$ cat src/rtl/instr_register_pkg.sv
// Shared types for instr_register and its write/read arbiter.
// Opcode/operand/address types, stored instruction layout, sweep FSM states.
package instr_register_pkg;

    typedef enum logic [3:0] {
        ZERO,
        PASSA,
        PASSB,
        ADD,
        SUB,
        MULT,
        DIV,
        MOD
    } opcode_t;

    typedef logic signed [31:0] operand_t;
    typedef logic [4:0]         address_t;

    typedef struct packed {
        opcode_t  opc;
        operand_t op_a;
        operand_t op_b;
    } instruction_t;

    typedef enum logic {
        RD_IDLE,
        RD_SWEEP
    } rd_state_t;

endpackage

$ cat src/rtl/rr_arbiter.sv
// Round-robin arbiter with an internal rotating priority pointer.
// Ports: clk, reset, clear, req[N], advance -> gnt[N] (one-hot), gnt_idx.
module rr_arbiter #(
    parameter int N = 2
) (
    input  logic                 clk,
    input  logic                 reset,
    input  logic                 clear,
    input  logic [N-1:0]         req,
    input  logic                 advance,
    output logic [N-1:0]         gnt,
    output logic [$clog2(N)-1:0] gnt_idx
);

    localparam int IW = $clog2(N);

    logic [IW-1:0] r_prio;
    logic [IW-1:0] w_idx;
    logic          w_found;

    // Scan requesters starting at the priority pointer; first hit wins.
    always_comb begin
        gnt     = '0;
        gnt_idx = '0;
        w_found = 1'b0;
        w_idx   = '0;
        for (int i = 0; i < N; i++) begin
            w_idx = IW'((int'(r_prio) + i) % N);
            if (!w_found && req[w_idx]) begin
                w_found      = 1'b1;
                gnt[w_idx]   = 1'b1;
                gnt_idx      = w_idx;
            end
        end
    end

    always_ff @(posedge clk) begin
        if (reset || clear) begin
            r_prio <= '0;
        end else if (advance) begin
            r_prio <= IW'((int'(gnt_idx) + 1) % N);
        end
    end

endmodule

$ cat src/rtl/instr_reg_write_arbiter.sv
// Shares instr_register's write port between NUM_REQ sources (round robin,
// auto slot allocation) and sweeps its read port over all written slots.
// Ports: req_* in / req_ready out (one-hot grant); load_en, write_pointer,
//   opcode, operand_a/b, grant_id registered write beat; rd_start in,
//   read_pointer/rd_strobe/rd_done sweep outputs; count, full status.
module instr_reg_write_arbiter
    import instr_register_pkg::*;
#(
    parameter int NUM_REQ = 2,
    parameter int DEPTH   = 32,
    parameter int WRAP_EN = 0
) (
    input  logic                       clk,
    input  logic                       reset,
    input  logic                       clear,
    input  logic [NUM_REQ-1:0]         req_valid,
    input  opcode_t                    req_opcode [NUM_REQ],
    input  operand_t                   req_op_a   [NUM_REQ],
    input  operand_t                   req_op_b   [NUM_REQ],
    output logic [NUM_REQ-1:0]         req_ready,
    output logic                       load_en,
    output address_t                   write_pointer,
    output opcode_t                    opcode,
    output operand_t                   operand_a,
    output operand_t                   operand_b,
    output logic [$clog2(NUM_REQ)-1:0] grant_id,
    output address_t                   read_pointer,
    input  logic                       rd_start,
    output logic                       rd_strobe,
    output logic                       rd_done,
    output logic [$clog2(DEPTH):0]     count,
    output logic                       full
);

    localparam int GW = $clog2(NUM_REQ);
    localparam int CW = $clog2(DEPTH) + 1;

    logic               w_open;
    logic [NUM_REQ-1:0] w_req;
    logic [NUM_REQ-1:0] w_gnt;
    logic [GW-1:0]      w_idx;
    logic               w_accept;

    address_t           r_wr_ptr;
    logic [CW-1:0]      r_count;
    rd_state_t          r_state;
    address_t           r_last;

    assign full   = (r_count == CW'(DEPTH)) && (WRAP_EN == 0);
    assign count  = r_count;

    // Requests are masked before arbitration so a blocked cycle grants nothing
    // and the priority pointer does not move.
    assign w_open = !full && !clear && !reset;
    assign w_req  = req_valid & {NUM_REQ{w_open}};

    rr_arbiter #(
        .N (NUM_REQ)
    ) u_arb (
        .clk     (clk),
        .reset   (reset),
        .clear   (clear),
        .req     (w_req),
        .advance (w_accept),
        .gnt     (w_gnt),
        .gnt_idx (w_idx)
    );

    assign w_accept  = |w_gnt;
    assign req_ready = w_gnt;

    // Write beat register stage and slot allocation.
    always_ff @(posedge clk) begin
        if (reset) begin
            load_en       <= 1'b0;
            write_pointer <= '0;
            opcode        <= ZERO;
            operand_a     <= '0;
            operand_b     <= '0;
            grant_id      <= '0;
            r_wr_ptr      <= '0;
            r_count       <= '0;
        end else if (clear) begin
            load_en  <= 1'b0;
            r_wr_ptr <= '0;
            r_count  <= '0;
        end else begin
            load_en <= w_accept;
            if (w_accept) begin
                write_pointer <= r_wr_ptr;
                opcode        <= req_opcode[w_idx];
                operand_a     <= req_op_a[w_idx];
                operand_b     <= req_op_b[w_idx];
                grant_id      <= w_idx;
                r_wr_ptr      <= (r_wr_ptr == address_t'(DEPTH - 1))
                                 ? '0 : r_wr_ptr + address_t'(1);
                if (r_count != CW'(DEPTH)) begin
                    r_count <= r_count + CW'(1);
                end
            end
        end
    end

    // Sweep sequencer: rd_done coincides with the final strobe.
    always_ff @(posedge clk) begin
        if (reset) begin
            r_state      <= RD_IDLE;
            r_last       <= '0;
            read_pointer <= '0;
            rd_strobe    <= 1'b0;
            rd_done      <= 1'b0;
        end else if (clear) begin
            r_state   <= RD_IDLE;
            rd_strobe <= 1'b0;
            rd_done   <= 1'b0;
        end else begin
            unique case (r_state)
                RD_IDLE: begin
                    rd_strobe <= 1'b0;
                    rd_done   <= 1'b0;
                    if (rd_start) begin
                        if (r_count != '0) begin
                            r_last       <= address_t'(r_count - CW'(1));
                            read_pointer <= '0;
                            rd_strobe    <= 1'b1;
                            rd_done      <= (r_count == CW'(1));
                            r_state      <= RD_SWEEP;
                        end else begin
                            rd_done <= 1'b1;
                        end
                    end
                end
                RD_SWEEP: begin
                    if (read_pointer == r_last) begin
                        rd_strobe <= 1'b0;
                        rd_done   <= 1'b0;
                        r_state   <= RD_IDLE;
                    end else begin
                        read_pointer <= read_pointer + address_t'(1);
                        rd_strobe    <= 1'b1;
                        rd_done      <= (read_pointer + address_t'(1) == r_last);
                    end
                end
                default: begin
                    r_state <= RD_IDLE;
                end
            endcase
        end
    end

endmodule

$ cat config.mk
export PLATFORM = sky130hd
export DESIGN_NAME = instr_reg_write_arbiter
export DESIGN_NICKNAME = d
export VERILOG_FILES = /design/src/rtl/instr_register_pkg.sv /design/src/rtl/rr_arbiter.sv /design/src/rtl/instr_reg_write_arbiter.sv
export SDC_FILE = /design/constraint.sdc
export NUM_CORES = 1
export LEC_CHECK = 0
export CORE_MARGIN = 8
export CORE_UTILIZATION = 44
export CTS_CLUSTER_DIAMETER = 50
export DETAILED_ROUTE_END_ITERATION = 8
export PLACE_DENSITY_LB_ADDON = 0.08
export SLEW_MARGIN = 15
export SYNTH_ARGS = -nofsm -noshare
export SYNTH_HDL_FRONTEND = slang
export SYNTH_SLANG_ARGS = --single-unit
$ cat constraint.sdc
create_clock -name clk -period 3.65 [get_ports clk]
set_clock_uncertainty 0.2 [all_clocks]
set_input_delay 0.73 -clock clk [delete_from_list [all_inputs] [get_ports clk]]
set_output_delay 0.73 -clock clk [all_outputs]
set_load 0.05 [all_outputs]
# ---- Word-level counts from Yosys, hierarchy flattened
# Index checks and enable logic that the tools add are counted.
dict set report classes {
  addsub 6
  order_cmp 5
  eq_ne 9
  n_mux 35
  bitwise 5
  n_reduce_logical 17
}
# cell n
set op_table {}
lappend op_table {{$mux 32} 6}
lappend op_table {{$mux 5} 4}
lappend op_table {{$mux 1} 15}
lappend op_table {{$mux 4} 3}
lappend op_table {{$add 5x1->5 const B} 2}
lappend op_table {{$eq 5x5->1} 2}
lappend op_table {{$pmux 5 s2} 1}
lappend op_table {{$reduce_and 4->1} 2}
lappend op_table {{$add 6x1->6 const B} 1}
lappend op_table {{$eq 6x1->1 const B} 1}
lappend op_table {{$eq 6x6->1 const B} 1}
lappend op_table {{$ne 2x2->1 const B} 3}
lappend op_table {{$ne 6x6->1 const B} 1}
lappend op_table {{$reduce_bool 6->1} 1}
lappend op_table {{$eq 5x5->1 const B} 1}
lappend op_table {{$logic_and 1x1->1} 5}
lappend op_table {{$sub 5x1->5 const B} 1}
lappend op_table {{$logic_not 1->1} 4}
lappend op_table {{$lt 1x2->1 const B} 2}
lappend op_table {{$mux 2} 2}
lappend op_table {{$pmux 1 s2} 2}
lappend op_table {{$reduce_and 2->1} 2}
lappend op_table {{$reduce_or 2->1} 2}
lappend op_table {{$add 1x1->1 const B} 2}
lappend op_table {{8 further kinds} 11}
dict set report word_totals {
  ff_bits 99
  inputBits 142
  wordCells 90
}

# ---- Depth between registers and ports, before layout
dict set report depth {
  word_depth 15
  ltp_mapped 10
  mapped_depth_nobuf 7
}

# ---- Cells and area by module
# From an unflattened synthesis, not the netlist that was laid out.
dict set report unflattened {
  hier_cells 488
  hier_area_um2 4538.1
}
# module instances cells_per_inst area_each_um2 seq_area_each_um2
set by_module_without_submodules {}
lappend by_module_without_submodules {instr_reg_write_arbiter 1 480 4466.8 1961.9}
lappend by_module_without_submodules {rr_arbiter 1 8 71.3 20.0}

# ---- Worst setup path after synthesis
# OpenSTA, ideal clock, no wires.
dict set report synth_timing {
  path_type {reg-to-output}
  from {register r_count[0] (netlist: count[0])}
  to {output port req_ready[1]}
  arrival_ns 2.382
  required_ns 2.720
  setup_slack_ns 0.338
  path_stages_with_launch 8
  n_path_buf 2
  path_cell_list {dfxtp_1 > inv_1 > ha_1 > clkbuf_1 > nand2_1 > o21ai_2 > buf_2 > nor2_1}
}
dict set report synth_between {
  elab_chain_len 11
  word_cells_on_any_way 15
  classes_between {eq/ne (1); mux (7); bitwise (2); reduce/logical (5)}
}
# item line
set synth_rtl {}
lappend synth_rtl {{start: declaration} instr_reg_write_arbiter.sv:45} ;# logic [CW-1:0] r_count;
lappend synth_rtl {{start signal: assignment} instr_reg_write_arbiter.sv:98} ;# r_count <= r_count + CW'(1);
lappend synth_rtl {{$eq 6x6->1 (*)} instr_reg_write_arbiter.sv:49} ;# assign full = (r_count == CW'(DEPTH)) && (WRAP_EN == 0);
lappend synth_rtl {{$logic_not 1->1 (*)} instr_reg_write_arbiter.sv:54} ;# assign w_open = !full && !clear && !reset;
lappend synth_rtl {{$logic_and 1x1->1 (*) (2 in a row)} instr_reg_write_arbiter.sv:54}
lappend synth_rtl {{$and 2x2->2 (*)} instr_reg_write_arbiter.sv:55} ;# assign w_req = req_valid & {NUM_REQ{w_open}};
lappend synth_rtl {{$mux 1 (not written as such) (2 in a row)} rr_arbiter.sv:29} ;# if (!w_found && req[w_idx]) begin
lappend synth_rtl {{$mux 1} rr_arbiter.sv:29}
lappend synth_rtl {{$logic_not 1->1} rr_arbiter.sv:29}
lappend synth_rtl {{$logic_and 1x1->1} rr_arbiter.sv:29}
lappend synth_rtl {{$mux 2 (*)} rr_arbiter.sv:29}
lappend synth_rtl {{end: declaration} instr_reg_write_arbiter.sv:20} ;# output logic [NUM_REQ-1:0] req_ready,
# Mark *: on every way between the ends. The rest lies on a longest branch, timed or not. The select of a mux whose other input is x is not followed.

# ---- Worst setup path after layout
dict set report layout_timing {
  from {register r_count[2] (netlist: count[2])}
  to {output port full}
}
dict set report layout_between {
  elab_chain_len 1
}
# item line
set layout_rtl {}
lappend layout_rtl {{$eq 6x6->1} instr_reg_write_arbiter.sv:49}
lappend layout_rtl {{end: declaration} instr_reg_write_arbiter.sv:32} ;# output logic full
# Every way passes these cells.

==> flow_summary_export.csv <==
group,metric,value,unit
global_route,grt_first_pass_wirelength,27100,microns
critical_path,cp-start-kind,"flip-flop",
placement,gp_congestion,0.851,
route,dr.pass1.iters,5,
min_path,min_path_type,"reg -> reg",
yosys,synth_edf_count,0,
global_route,grt_pass1_vias,5136,
route,wl_per_cell,18.7,microns
finish,n_fill_cell,927,
sta,max_slew_margin,39.2,%
yosys,synth_compound_area_share,27.0,%
critical_path,critPathCaptureType,"output port",
critical_path,worst_r2r_endpoint,"operand_b[0]$_SDFFE_PP0P_",
sta,rsz0062_at_grt,"no",
yosys,async_flop_share,0,%
die,ios,233,
sta,setup_violations,0,
die,dieArea,14500,sq um
sta,min_period_over_period,90.6,%
yosys,synth_top_family_by_area,"compound AO/OA/AOI/OAI gates",
clock_network,root_buffer,"clkbuf_8",
critical_path,timing.rr.start,"count[0]$_SDFFE_PP0P_",
yosys,netlist-cell-type-count,52,
power_and_ir_drop,ir_worst_vdd,191,uV
clock_network,ctsResizeCount,0,
critical_path,worstPathMaxFanout,11,
route,drt_iter0_drc,388,
critical_path,critPathRequiredTime,2720,ps
yosys,synth.area.mux_share,1.10,%
die,die_w,120,microns
yosys,synth_top_flop_cell,"dfxtp_1",
die,initial_utilization,44.6,%
clock_network,clkLatencyLatePin,360,ps
critical_path,reg2reg_depth,9,
finish,nets,924,
route,ant_nets,0,
finish,drive_gt1_share,6.02,%
clock_network,clkSinkCount,99,
sta,final_max_slew_viol_count,0,
critical_path,rrSetupSlack,950,ps
yosys,syn_nets,732,
min_path,worst_hold_path.endpoint,"write_pointer[1]$_SDFFE_PP0P_",
min_path,worstHoldStart,"write_pointer[1]$_SDFFE_PP0P_",
run,cap_viol_max_count,0,
sta,post-route-min-period,3310,ps
clock_network,cts_tree,"built",
die,die_h,120,microns
finish,seq_area,1980,sq um
critical_path,critPathSlowestCell,"clkdlybuf4s50_1",
finish,multi_input_comb_area,2490,sq um
yosys,synth_xor_xnor_area_share,2.37,%
critical_path,cp.arrival,2380,ps
status,status,"complete, no violations",
critical_path,path_class,"reg -> out",
clock_network,htree_levels,3,
die,rows,38,
sta,max_freq,302,MHz
global_route,grt_start_max_net_pins,82,
finish,diodes,0,
sta,setup_tns,0,ps
min_path,min_path_cells,2,
critical_path,max_stage_delay,800,ps
clock_network,cts_hold_buf,0,
placement,portBuffers,232,
yosys,ys_seq_elements,99,
yosys,netlist_area,4800,sq um
yosys,synth_adder_area_share,1.56,%
clock_network,post-cts-setup-buffers,0,
yosys,synth-simple-area-share,19.6,%
power_and_ir_drop,finalPower,2630,uW
finish,syn2layout_area_growth,53.6,%
route,vias,5302,
yosys,synth_cells,584,
critical_path,cp_cell_sequence,"nor3_1 > nand3_1 > inv_1 > clkdlybuf4s50_1",
clock_network,cts_buffer_depth,2,
global_route,globalRoute.totalOverflow,0,
die,core_area,10700,sq um
yosys,syn_avg_cell_area,8.21,sq um
sta,hold_viol_final,0,
route,via_per_inst,5.76,
placement,dp_hpwl,12100,microns
power_and_ir_drop,p_leak,0.00242,uW
yosys,ys_seq_area_share,41.3,%
power_and_ir_drop,power.density,357,nW/um^2
global_route,antenna_found_initial,0,
sta,worst_pin_slew,913,ps
global_route,globalRouteTotalUtil,23.0,%
clock_network,cts_buffers,9,
clock_network,clkTransAtPathRegs,90,ps
route,route.detailed.drc,0,
route,wirelength,17300,microns
yosys,synth_warnings,0,
metrics by stage:
stage / setup slack [ps] / hold slack [ps] / cell area, sq um / utilization [%] / instances
3_3_place_gp: 349 / 241 / 7140 / 66.5 / 905
5_1_grt: 222 / 295 / 7370 / 68.6 / 921
6_report: 342 / 262 / 7370 / 68.6 / 921
3_5_place_dp: 290 / 250 / 7140 / 66.5 / 905
2_1_floorplan: 338 / 246 / 4800 / - / 584
4_1_cts: 315 / 263 / 7370 / 68.6 / 921
cell usage after synthesis, types with 2 or more instances:
master	number	area, sq um
inv_1	10	37.5
nor2_1	82	308
a211oi_1	6	45.0
ha_1	6	75.1
o41ai_1	3	26.3
nand2_1	25	93.8
a311oi_1	68	596
mux2_2	2	22.5
and3_1	3	18.8
buf_2	13	65.1
a211o_1	2	17.5
xnor2_1	8	70.1
or3_1	6	37.5
clkbuf_1	40	150
o21ai_0	71	355
dfxtp_1	99	1980
nor3b_1	2	15.0
buf_4	8	60.1
mux2i_1	3	30.0
nor3_1	2	10.0
xor2_1	5	43.8
nand2b_1	2	12.5
a21oi_1	15	75.1
buf_6	2	22.5
nand3_1	74	370
flip-flops by register name (all words and copies together), names as in the netlist:
register       count
opcode             4
write_pointer      5
u_arb.r_prio       1
operand_b         32
r_last             5
grant_id           1
r_wr_ptr           5
load_en            1
read_pointer       5
operand_a         32
count              6
rd_done            1
r_state            1
cell type report:
type / count / share of cell area, %
Timing Repair Buffer: 244 / 33.3
Clock buffer: 10 / 1.87
Inverter: 11 / 0.594
Sequential cell: 99 / 26.9
Tap cell: 140 / 2.38
Clock inverter: 6 / 1.21
Multi-Input combinational cell: 411 / 33.8
power by group:
part / switching (uW) / internal [uW] / leakage, uW
logic: 386 / 287 / 0.00150
registers: 28.6 / 1130 / 0.000810
clock network: 388 / 405 / 0.000108
total: 803 / 1820 / 0.00242
critical path, delay by kind of cell (launching register included):
family	cells	cell delay, ps
DFF	1	460
and+or+nand+nor	2	660
buffers and inverters	2	890
cell families (layout without fill, tap and decap cells):
group | Yosys count | after routing
muxes | 5 | 5
and+or+nand+nor | 206 | 206
xor gates and xnor gates | 13 | 13
buffers and inverters | 74 | 271
AOI/OAI and AO/OA | 181 | 181
adders and majority gates | 6 | 6
DFF | 99 | 99
worst max path at each step:
stage | startpoint | endpoint | cells past startpoint
global route | count[2]$_SDFFE_PP0P_ | full | 4
CTS | count[2]$_SDFFE_PP0P_ | full | 4
global placement | clear | operand_a[15]$_SDFFE_PP0P_ | 6
finish | count[2]$_SDFFE_PP0P_ | full | 4
floorplan | count[0]$_SDFFE_PP0P_ | req_ready[1] | 7
detailed placement | clear | operand_b[26]$_SDFFE_PP0P_ | 6
per-layer routing:
metal | vias up | routed length, microns | GRT usage (%)
met4 | 0 | 585 | 10.1
met3 | 39 | 1560 | 8.07
met2 | 224 | 8470 | 38.5
met1 | 2512 | 6640 | 25.9
li1 | 2527 | - | -
met5 | - | 0 | 0
layout by cell type (no fill, tap or decap), types with 2 or more instances in the layout:
master           synthesis  layout
clkdlybuf4s50_1          0     229
dfxtp_1                 99      99
nor2_1                  82      82
nand3_1                 74      74
o21ai_0                 71      71
a311oi_1                68      68
nand2_1                 25      24
a21oi_1                 15      15
inv_1                   10      10
clkbuf_8                 0      10
buf_4                    8      10
xnor2_1                  8       8
or3_1                    6       6
a211oi_1                 6       6
ha_1                     6       6
xor2_1                   5       5
buf_12                   0       4
and3_1                   3       3
o41ai_1                  3       3
mux2i_1                  3       3
nor3_1                   2       2
nand2b_1                 2       2
nor3b_1                  2       2
mux2_2                   2       2
a211o_1                  2       2
clkinvlp_4               0       2
bufinv_16                0       2
Power figures use the tool's default switching activity.
